<file path="src/rtl/sfifo_22_16_arb.sv">
// Round-robin write arbiter and read sequencer for one shared show-head FIFO.
// Four requesters share the write port; one consumer pops; a flush drains the FIFO.
module sfifo_22_16_arb #(
  parameter int DATA_WIDTH = 22,
  parameter int DEPTH      = 16,
  parameter int CNT_WIDTH  = 5
) (
  input  logic                    i_clk,
  input  logic                    i_rst_n,
  input  logic [4*DATA_WIDTH-1:0] iv_in_data,
  input  logic [3:0]              iv_in_valid,
  output logic [3:0]              ov_in_ready,
  output logic [DATA_WIDTH-1:0]   ov_fifo_data,
  output logic                    o_fifo_wrreq,
  output logic                    o_fifo_rdreq,
  input  logic [DATA_WIDTH-1:0]   iv_fifo_q,
  input  logic                    i_fifo_rdempty,
  input  logic                    i_fifo_wrfull,
  output logic [DATA_WIDTH-1:0]   ov_out_data,
  output logic                    o_out_valid,
  input  logic                    i_out_ready,
  input  logic                    i_flush,
  output logic                    o_flush_done,
  output logic [CNT_WIDTH-1:0]    ov_occupancy,
  output logic                    o_ovf_err
);

  typedef enum logic [1:0] {RUN, FLUSH, DONE} state_t;

  state_t                  state;
  logic [1:0]              ptr;
  logic [3:0]              grant;
  logic [1:0]              grant_idx;
  logic                    found;
  logic                    grant_en;
  logic                    xfer;
  logic [CNT_WIDTH:0]      occ_sum;
  logic [DATA_WIDTH-1:0]   data_sel;
  logic                    wrreq_p1;
  logic [DATA_WIDTH-1:0]   data_p1;
  logic [CNT_WIDTH-1:0]    occupancy;
  logic                    flush_done;
  logic                    ovf_err;

  // The in-flight write already owns a slot, so it counts toward the limit.
  assign occ_sum  = {1'b0, occupancy} + {{CNT_WIDTH{1'b0}}, wrreq_p1};
  assign grant_en = (state == RUN) && !i_flush &&
                    (occ_sum < (CNT_WIDTH+1)'(DEPTH));

  always_comb begin
    logic [1:0] idx;
    grant     = '0;
    grant_idx = ptr;
    found     = 1'b0;
    idx       = ptr;
    for (int i = 0; i < 4; i++) begin
      idx = ptr + 2'(i);
      if (!found && iv_in_valid[idx]) begin
        found     = 1'b1;
        grant_idx = idx;
      end
    end
    if (grant_en && found) grant[grant_idx] = 1'b1;
  end

  assign xfer        = grant_en && found;
  assign data_sel    = iv_in_data[grant_idx*DATA_WIDTH +: DATA_WIDTH];
  assign ov_in_ready = grant;

  // Stage p0 -> p1: accepted descriptor becomes the FIFO write one cycle later.
  always_ff @(posedge i_clk or negedge i_rst_n) begin
    if (!i_rst_n) begin
      wrreq_p1 <= 1'b0;
      data_p1  <= '0;
      ptr      <= 2'd0;
    end else begin
      wrreq_p1 <= xfer;
      if (xfer) begin
        data_p1 <= data_sel;
        ptr     <= grant_idx + 2'd1;
      end
    end
  end

  assign o_fifo_wrreq = wrreq_p1;
  assign ov_fifo_data = data_p1;

  assign o_out_valid  = !i_fifo_rdempty && (state == RUN);
  assign o_fifo_rdreq = (state == FLUSH) ? !i_fifo_rdempty
                                         : (o_out_valid && i_out_ready);
  assign ov_out_data  = iv_fifo_q;

  always_ff @(posedge i_clk or negedge i_rst_n) begin
    if (!i_rst_n) begin
      occupancy <= '0;
    end else begin
      case ({wrreq_p1, o_fifo_rdreq})
        2'b10:   if (occupancy < CNT_WIDTH'(DEPTH)) occupancy <= occupancy + CNT_WIDTH'(1);
        2'b01:   if (occupancy != '0) occupancy <= occupancy - CNT_WIDTH'(1);
        default: occupancy <= occupancy;
      endcase
    end
  end

  assign ov_occupancy = occupancy;

  always_ff @(posedge i_clk or negedge i_rst_n) begin
    if (!i_rst_n) begin
      state      <= RUN;
      flush_done <= 1'b0;
    end else begin
      flush_done <= 1'b0;
      case (state)
        RUN:   if (i_flush) state <= FLUSH;
        FLUSH: begin
          // A write accepted just before the flush must land before we finish.
          if (occupancy == '0 && !wrreq_p1) begin
            state      <= DONE;
            flush_done <= 1'b1;
          end
        end
        DONE:    state <= RUN;
        default: state <= RUN;
      endcase
    end
  end

  assign o_flush_done = flush_done;

  always_ff @(posedge i_clk or negedge i_rst_n) begin
    if (!i_rst_n) ovf_err <= 1'b0;
    else if (i_fifo_wrfull && wrreq_p1) ovf_err <= 1'b1;
  end

  assign o_ovf_err = ovf_err;

endmodule
</file>
<file path="config.mk">
export PLATFORM = sky130hd
export DESIGN_NAME = sfifo_22_16_arb
export DESIGN_NICKNAME = d
export VERILOG_FILES = /design/src/rtl/sfifo_22_16_arb.sv
export SDC_FILE = /design/constraint.sdc
export NUM_CORES = 1
export LEC_CHECK = 0
export ABC_CLOCK_PERIOD_IN_PS = 7900
export CORE_ASPECT_RATIO = 1.75
export CORE_MARGIN = 2
export CORE_UTILIZATION = 38
export CTS_CLUSTER_DIAMETER = 100
export DETAILED_ROUTE_END_ITERATION = 8
export GPL_TIMING_DRIVEN = 1
export PLACE_DENSITY_LB_ADDON = 0.1
export RECOVER_POWER = 25
export SLEW_MARGIN = 30
export SYNTH_ARGS = -nofsm -noshare
export SYNTH_HDL_FRONTEND = slang
export SYNTH_SLANG_ARGS = --single-unit
</file>
<file path="constraint.sdc">
create_clock -name i_clk -period 7.9 [get_ports i_clk]
set_input_delay 2.37 -clock i_clk [delete_from_list [all_inputs] [get_ports i_clk]]
set_output_delay 2.37 -clock i_clk [all_outputs]
set_load 0.02 [all_outputs]
</file>
; ---- After elaboration in Yosys (flattened, before gate mapping)
; Index checks and enable logic that the tools add are counted.
[classes]
n_addsub = 7
n_mul = 1
magnitude_cmp = 8
n_eq_ne = 7
shifts = 1
n_mux = 27
reduce_logical = 23
[ops]
columns = op, n
row1 = $shiftx A88 B8 Y22, 1
row2 = $lt A2 B3 Y1 const B, 5
row3 = $mux W1, 12
row4 = $logic_and A1 B1 Y1, 11
row5 = $mux W2, 5
row6 = $mux W5, 2
row7 = $pmux W5 S2, 1
row8 = $bmux W1 S2, 4
row9 = $add A5 B1 Y6, 1
row10 = $logic_not A1 Y1, 6
row11 = $lt A6 B5 Y1 const B, 1
row12 = $mul A2 B4 Y6 const B, 1
row13 = $ne A2 B2 Y1 const B, 3
row14 = $add A5 B1 Y5 const B, 1
row15 = $logic_not A5 Y1, 1
row16 = $lt A5 B5 Y1 const B, 1
row17 = $reduce_bool A5 Y1, 1
row18 = $sub A5 B1 Y5 const B, 1
row19 = $add A2 B1 Y2 const B, 2
row20 = $add A2 B2 Y2 const B, 2
row21 = $eq A2 B1 Y1 const B, 2
row22 = $mux W4, 1
row23 = $pmux W2 S2, 1
row24 = $reduce_and A3 Y1, 1
row25 = 7 further kinds, 7
[totals]
ff_bits = 34
word_cells = 81

; ---- Longest topological paths before layout
; Gate-level depths: netlist of the first run.
[depth]
word_depth = 17
mapped_depth = 11
depth_no_buf = 10

; ---- Worst setup path after synthesis of the first run
; No wires, ideal clock.
[synth_path]
path_kind = input to output
startpoint = input port iv_in_valid[2]
endpoint = output port ov_in_ready[0]
t_arrival_ps = 3524
required_time_ps = 5530
setup_slack_ps = 2006
stages = 8
path_buffers = 2
path_cell_list = or2_1 a21oi_1 o21ai_1 buf_4 buf_4 inv_2 ha_1 and2_1
[synth_between]
elab_chain_len = 17
[synth_lines]
columns = item, line
row1 = "start, declared", 11  ; input logic [3:0] iv_in_valid,
row2 = $bmux W1 S2, 58  ; if (!found && iv_in_valid[idx]) begin
row3 = $mux W1 (implied by the code), 58
row4 = $mux W1, 58
row5 = $logic_not A1 Y1, 58
row6 = $logic_and A1 B1 Y1, 58
row7 = $mux W1, 58
row8 = $logic_not A1 Y1, 58
row9 = $logic_and A1 B1 Y1, 58
row10 = $mux W1, 58
row11 = $logic_not A1 Y1, 58
row12 = $logic_and A1 B1 Y1, 58
row13 = $mux W2, 58
row14 = $lt A2 B3 Y1 (implied by the code) or $ge A2 B1 Y1 (tied branches), 63  ; if (grant_en && found) grant[grant_idx] = 1'b1;
row15 = $logic_and A1 B1 Y1 (implied by the code), 63
row16 = $mux W1 (implied by the code), 63
row17 = $demux W1 S2, 63
row18 = $mux W4 *, 63
row19 = "end, declared", 12  ; output logic [3:0] ov_in_ready,
; Every way passes the cells marked *; elsewhere a longest branch is shown, timed or not. The select of a mux whose other input is x is not followed.

; ---- Worst setup path in the final report of the first run
[layout_path]
startpoint = input port iv_in_valid[1]
endpoint = output port ov_in_ready[2]
[layout_rtl]
columns = item, line
row1 = $bmux W1 S2, 58
row2 = $mux W1 (implied by the code), 58
row3 = $mux W1, 58
row4 = $logic_not A1 Y1, 58
row5 = $logic_and A1 B1 Y1, 58
row6 = $mux W1, 58
row7 = $logic_not A1 Y1, 58
row8 = $logic_and A1 B1 Y1, 58
row9 = $mux W1, 58
row10 = $logic_not A1 Y1, 58
row11 = $logic_and A1 B1 Y1, 58
row12 = $mux W1 *, 58
row13 = $logic_and A1 B1 Y1 *, -
row14 = named net xfer, 36  ; logic xfer;
row15 = $mux W4 *, 63
; The timed path passes the listed nets; every way through them passes the cells marked *. The select of a mux whose other input is x is not followed.

==> results of run 1 <==
[power groups by stage]
stage	combinational, µW	sequential (µW)	clock [µW]
floorplan	329	397	0
global placement	647	322	0
detailed placement	651	324	0
CTS	653	323	124
global route	694	332	132
finish	642	321	120
[metrics by stage]
step,total power (µW),utilization
after floorplan,726,-
after global placement,969,0.582
after detailed placement,975,0.582
after CTS,1100,0.595
after global routing,1160,0.594
final,1080,0.594
[layout by cell type, fill, tap and decap left out, types with 2 or more instances in the layout]
master / count
nor2b_1: 2
o221ai_2: 5
clkinv_2: 2
a21o_1: 3
o21ai_1: 3
mux2i_1: 44
xnor2_1: 2
o21a_1: 2
clkdlybuf4s50_1: 131
and2_1: 5
dfrtp_1: 34
inv_1: 6
nor4bb_1: 2
nand2_1: 25
clkbuf_8: 5
nor2_1: 5
o21ai_0: 2
ha_1: 9
xor2_1: 5
a21oi_1: 5
or2_1: 2
mux2_1: 2
o221ai_1: 18
[layer usage]
metal | GRT usage | up-vias | part of all wire
met1 | 0.201 | 1030 | 0.35
met4 | 0.0775 | 0 | 0.022
met3 | 0.0406 | 10 | 0.057
li1 | - | 1036 | -
met2 | 0.382 | 82 | 0.57
met5 | 0 | - | 0
[cells by family (layout without fill, tap and decap cells)]
| kind of cell | count (synthesis) | count (layout) |
|---|---|---|
| fa+ha+maj | 9 | 9 |
| flops | 34 | 34 |
| mux | 46 | 46 |
| simple gates | 47 | 47 |
| buf+inv | 42 | 149 |
| xor+xnor | 7 | 7 |
| compound gates | 46 | 46 |
[cell type report]
cell class / count / area share
Clock buffer: 5 / 0.0186
Clock inverter: 2 / 0.00271
Inverter: 8 / 0.0115
Multi-Input combinational cell: 155 / 0.350
Sequential cell: 34 / 0.230
Tap cell: 80 / 0.0271
Timing Repair Buffer: 134 / 0.360
[sequential cells by signal, indices dropped and copies added (netlist names)]
signal and flops:
o_flush_done 1, ptr 2, o_ovf_err 1, ov_fifo_data 22, o_fifo_wrreq 1, state 2
ov_occupancy 5
[worst max path at each step]
stage	endpoint	slack (ns)	cells past startpoint
floorplan	ov_in_ready[0]	2.01	8
global placement	ov_in_ready[2]	1.0	6
detailed placement	ov_in_ready[2]	0.94	6
CTS	ov_in_ready[2]	0.96	6
global route	ov_in_ready[2]	0.90	6
finish	ov_in_ready[2]	0.99	6
==> results.cfg, run 1 <==
[grt]
overflow = 0
grt_max_degree = 45
grt_pass1_vias = 2276
grt_usage = 0.196
antenna_found_initial = 0
grt_pass1_wl_mm = 10.7

[setup_path]
crit_top_cell = clkdlybuf4s50_1
cp_num_buf_inv = 3
crit_type = in -> out
crit_family = buffers and inverters
critPathLaunchType = primary input
cp_max_fo = 23
crit_path_end_kind = primary output
rr_endpoint = ov_occupancy[4]
worst_ep_arrival_time_ns = 4.54
reg2reg_depth = 10
r2r-start = state[1]
max_stage_delay_ns = 0.54
cpMaxStageDelayCell = clkdlybuf4s50_1
crit_chain = clkdlybuf4s50_1 -> o41ai_1 -> a41o_4 -> clkinv_8 -> and2_1 -> clkdlybuf4s50_1
rrSetupSlack_ns = 5.64
crit_start = iv_in_valid[1]
cp_data_required_time_ns = 5.53

[power]
internal-power_uw = 636
netSwitchingPower_uw = 448
switching_share = 0.413
power_frac_seq = 0.296
power.share.clock = 0.111
p_per_area_nw_per_um2 = 293
ir_drop_mv = 0.135
p_comb_frac = 0.593
p_leak_uw = 0.00160

[finish]
finalNonFillerCells = 418
drive_above_1_share = 0.0592
diodes = 0
seqCellArea_um2 = 851
multi_input_area_um2 = 1290
nets = 467
syn_to_final_growth_pct = 51.3
nFillCells = 559
final_area_um2 = 3700

[timing]
tightest_slew_ns = 1.83
setup_ws_ns = 0.991
hold_violations = 0
relSlewSlack = -0.223
fmax_mhz = 145
final-setup-viol-count = 0
finalCriticalPeriod_ns = 6.91
tns_ns = 0
rsz0062_at_grt = false
hold_slack_ns = 0.480
post-route-period-util = 0.875
fin_skew_ns = 0.00388
maxSlewViolCount = 35

[clock_tree]
cts_tree = yes
clkLatencyLatePin_ns = 0.28
clkTransAtPathRegs_ns = 0.07
postCtsSetupRepairBufs = 0
cts_hold_buf = 0
numCtsBuffers = 5
clock-sinks = 34
cts_max_path_buffers = 2
clockRootBuffer = clkbuf_8
cts_resized = 0
cts-htree-levels = 2

[logic_synthesis]
yosysSeqAreaShare = 0.348
synth-simple-area-share = 0.104
synth_nets = 360
ys_seq_elements = 34
synth_area_um2 = 2440
synth_area_leaders = dfrtp_1 (35%), mux2i_1 (18%), buf_4 (8.0%), o221ai_1 (6.5%), ha_1 (4.6%)
synth_compound_area_frac = 0.162
synth_top_family_by_area = multiplexers
synth_top_cell_by_area = dfrtp_1
async_flop_share = 1.00
synthMuxAreaShare = 0.189
yosys-top-cells-count = mux2i_1 (44), dfrtp_1 (34), buf_4 (26)
synth_top_cell_area_share = 0.348
synth_edf_count = 0
synth_cell_type_count = 38
ys_warn_count = 0
syn_area_per_cell_um2 = 10.6
synth_xor_area_frac = 0.0251
syn_inst = 231
synth_most_common_cell = mux2i_1
synth-main-ff-cell = dfrtp_1
synth_fa_ha_area_frac = 0.0461

[die]
die_area_um2 = 7110
dieHeight_um = 110
start_util = 0.392
ios = 178
die_w_um = 64.6
core.rowCount = 38
core_area_um2 = 6230

[routing]
drc_errors = 0
antenna_left = 0
post_drt_wl_per_cell_um = 16.1
routed_wl_mm = 6.74
vias_per_cell = 5.16
drtIter0Drc = 95
drtPass1Iterations = 6
vias = 2158

[placed_design]
place_inst = 411
port_buffers = 133
place_ws_ns = 0.944
dpl.hpwl_mm = 5.31
dpl_cell_area_um2 = 3630
globalplace.congestion = 0.740

[job]
cap_violations = 1

[worst_hold_path]
holdPathEnd = o_ovf_err
holdPathStages = 1
hold_start = o_ovf_err
hold_class = reg -> reg

[status]
status = complete, but fails checks
failed_checks = max-capacitance violations, max-slew violations
Power figures use the tool's default switching activity.
==> inputs of run 2 (changes only) <==
--- a/config.mk
+++ b/config.mk
@@ -6,6 +6,7 @@
 export NUM_CORES = 1
 export LEC_CHECK = 0
 export ABC_CLOCK_PERIOD_IN_PS = 7900
+export CAP_MARGIN = 20
 export CORE_ASPECT_RATIO = 1.75
 export CORE_MARGIN = 2
 export CORE_UTILIZATION = 38
==> results of run 2 <==
Same layout as run 1: the final DEF is identical, and so are final timing and power.
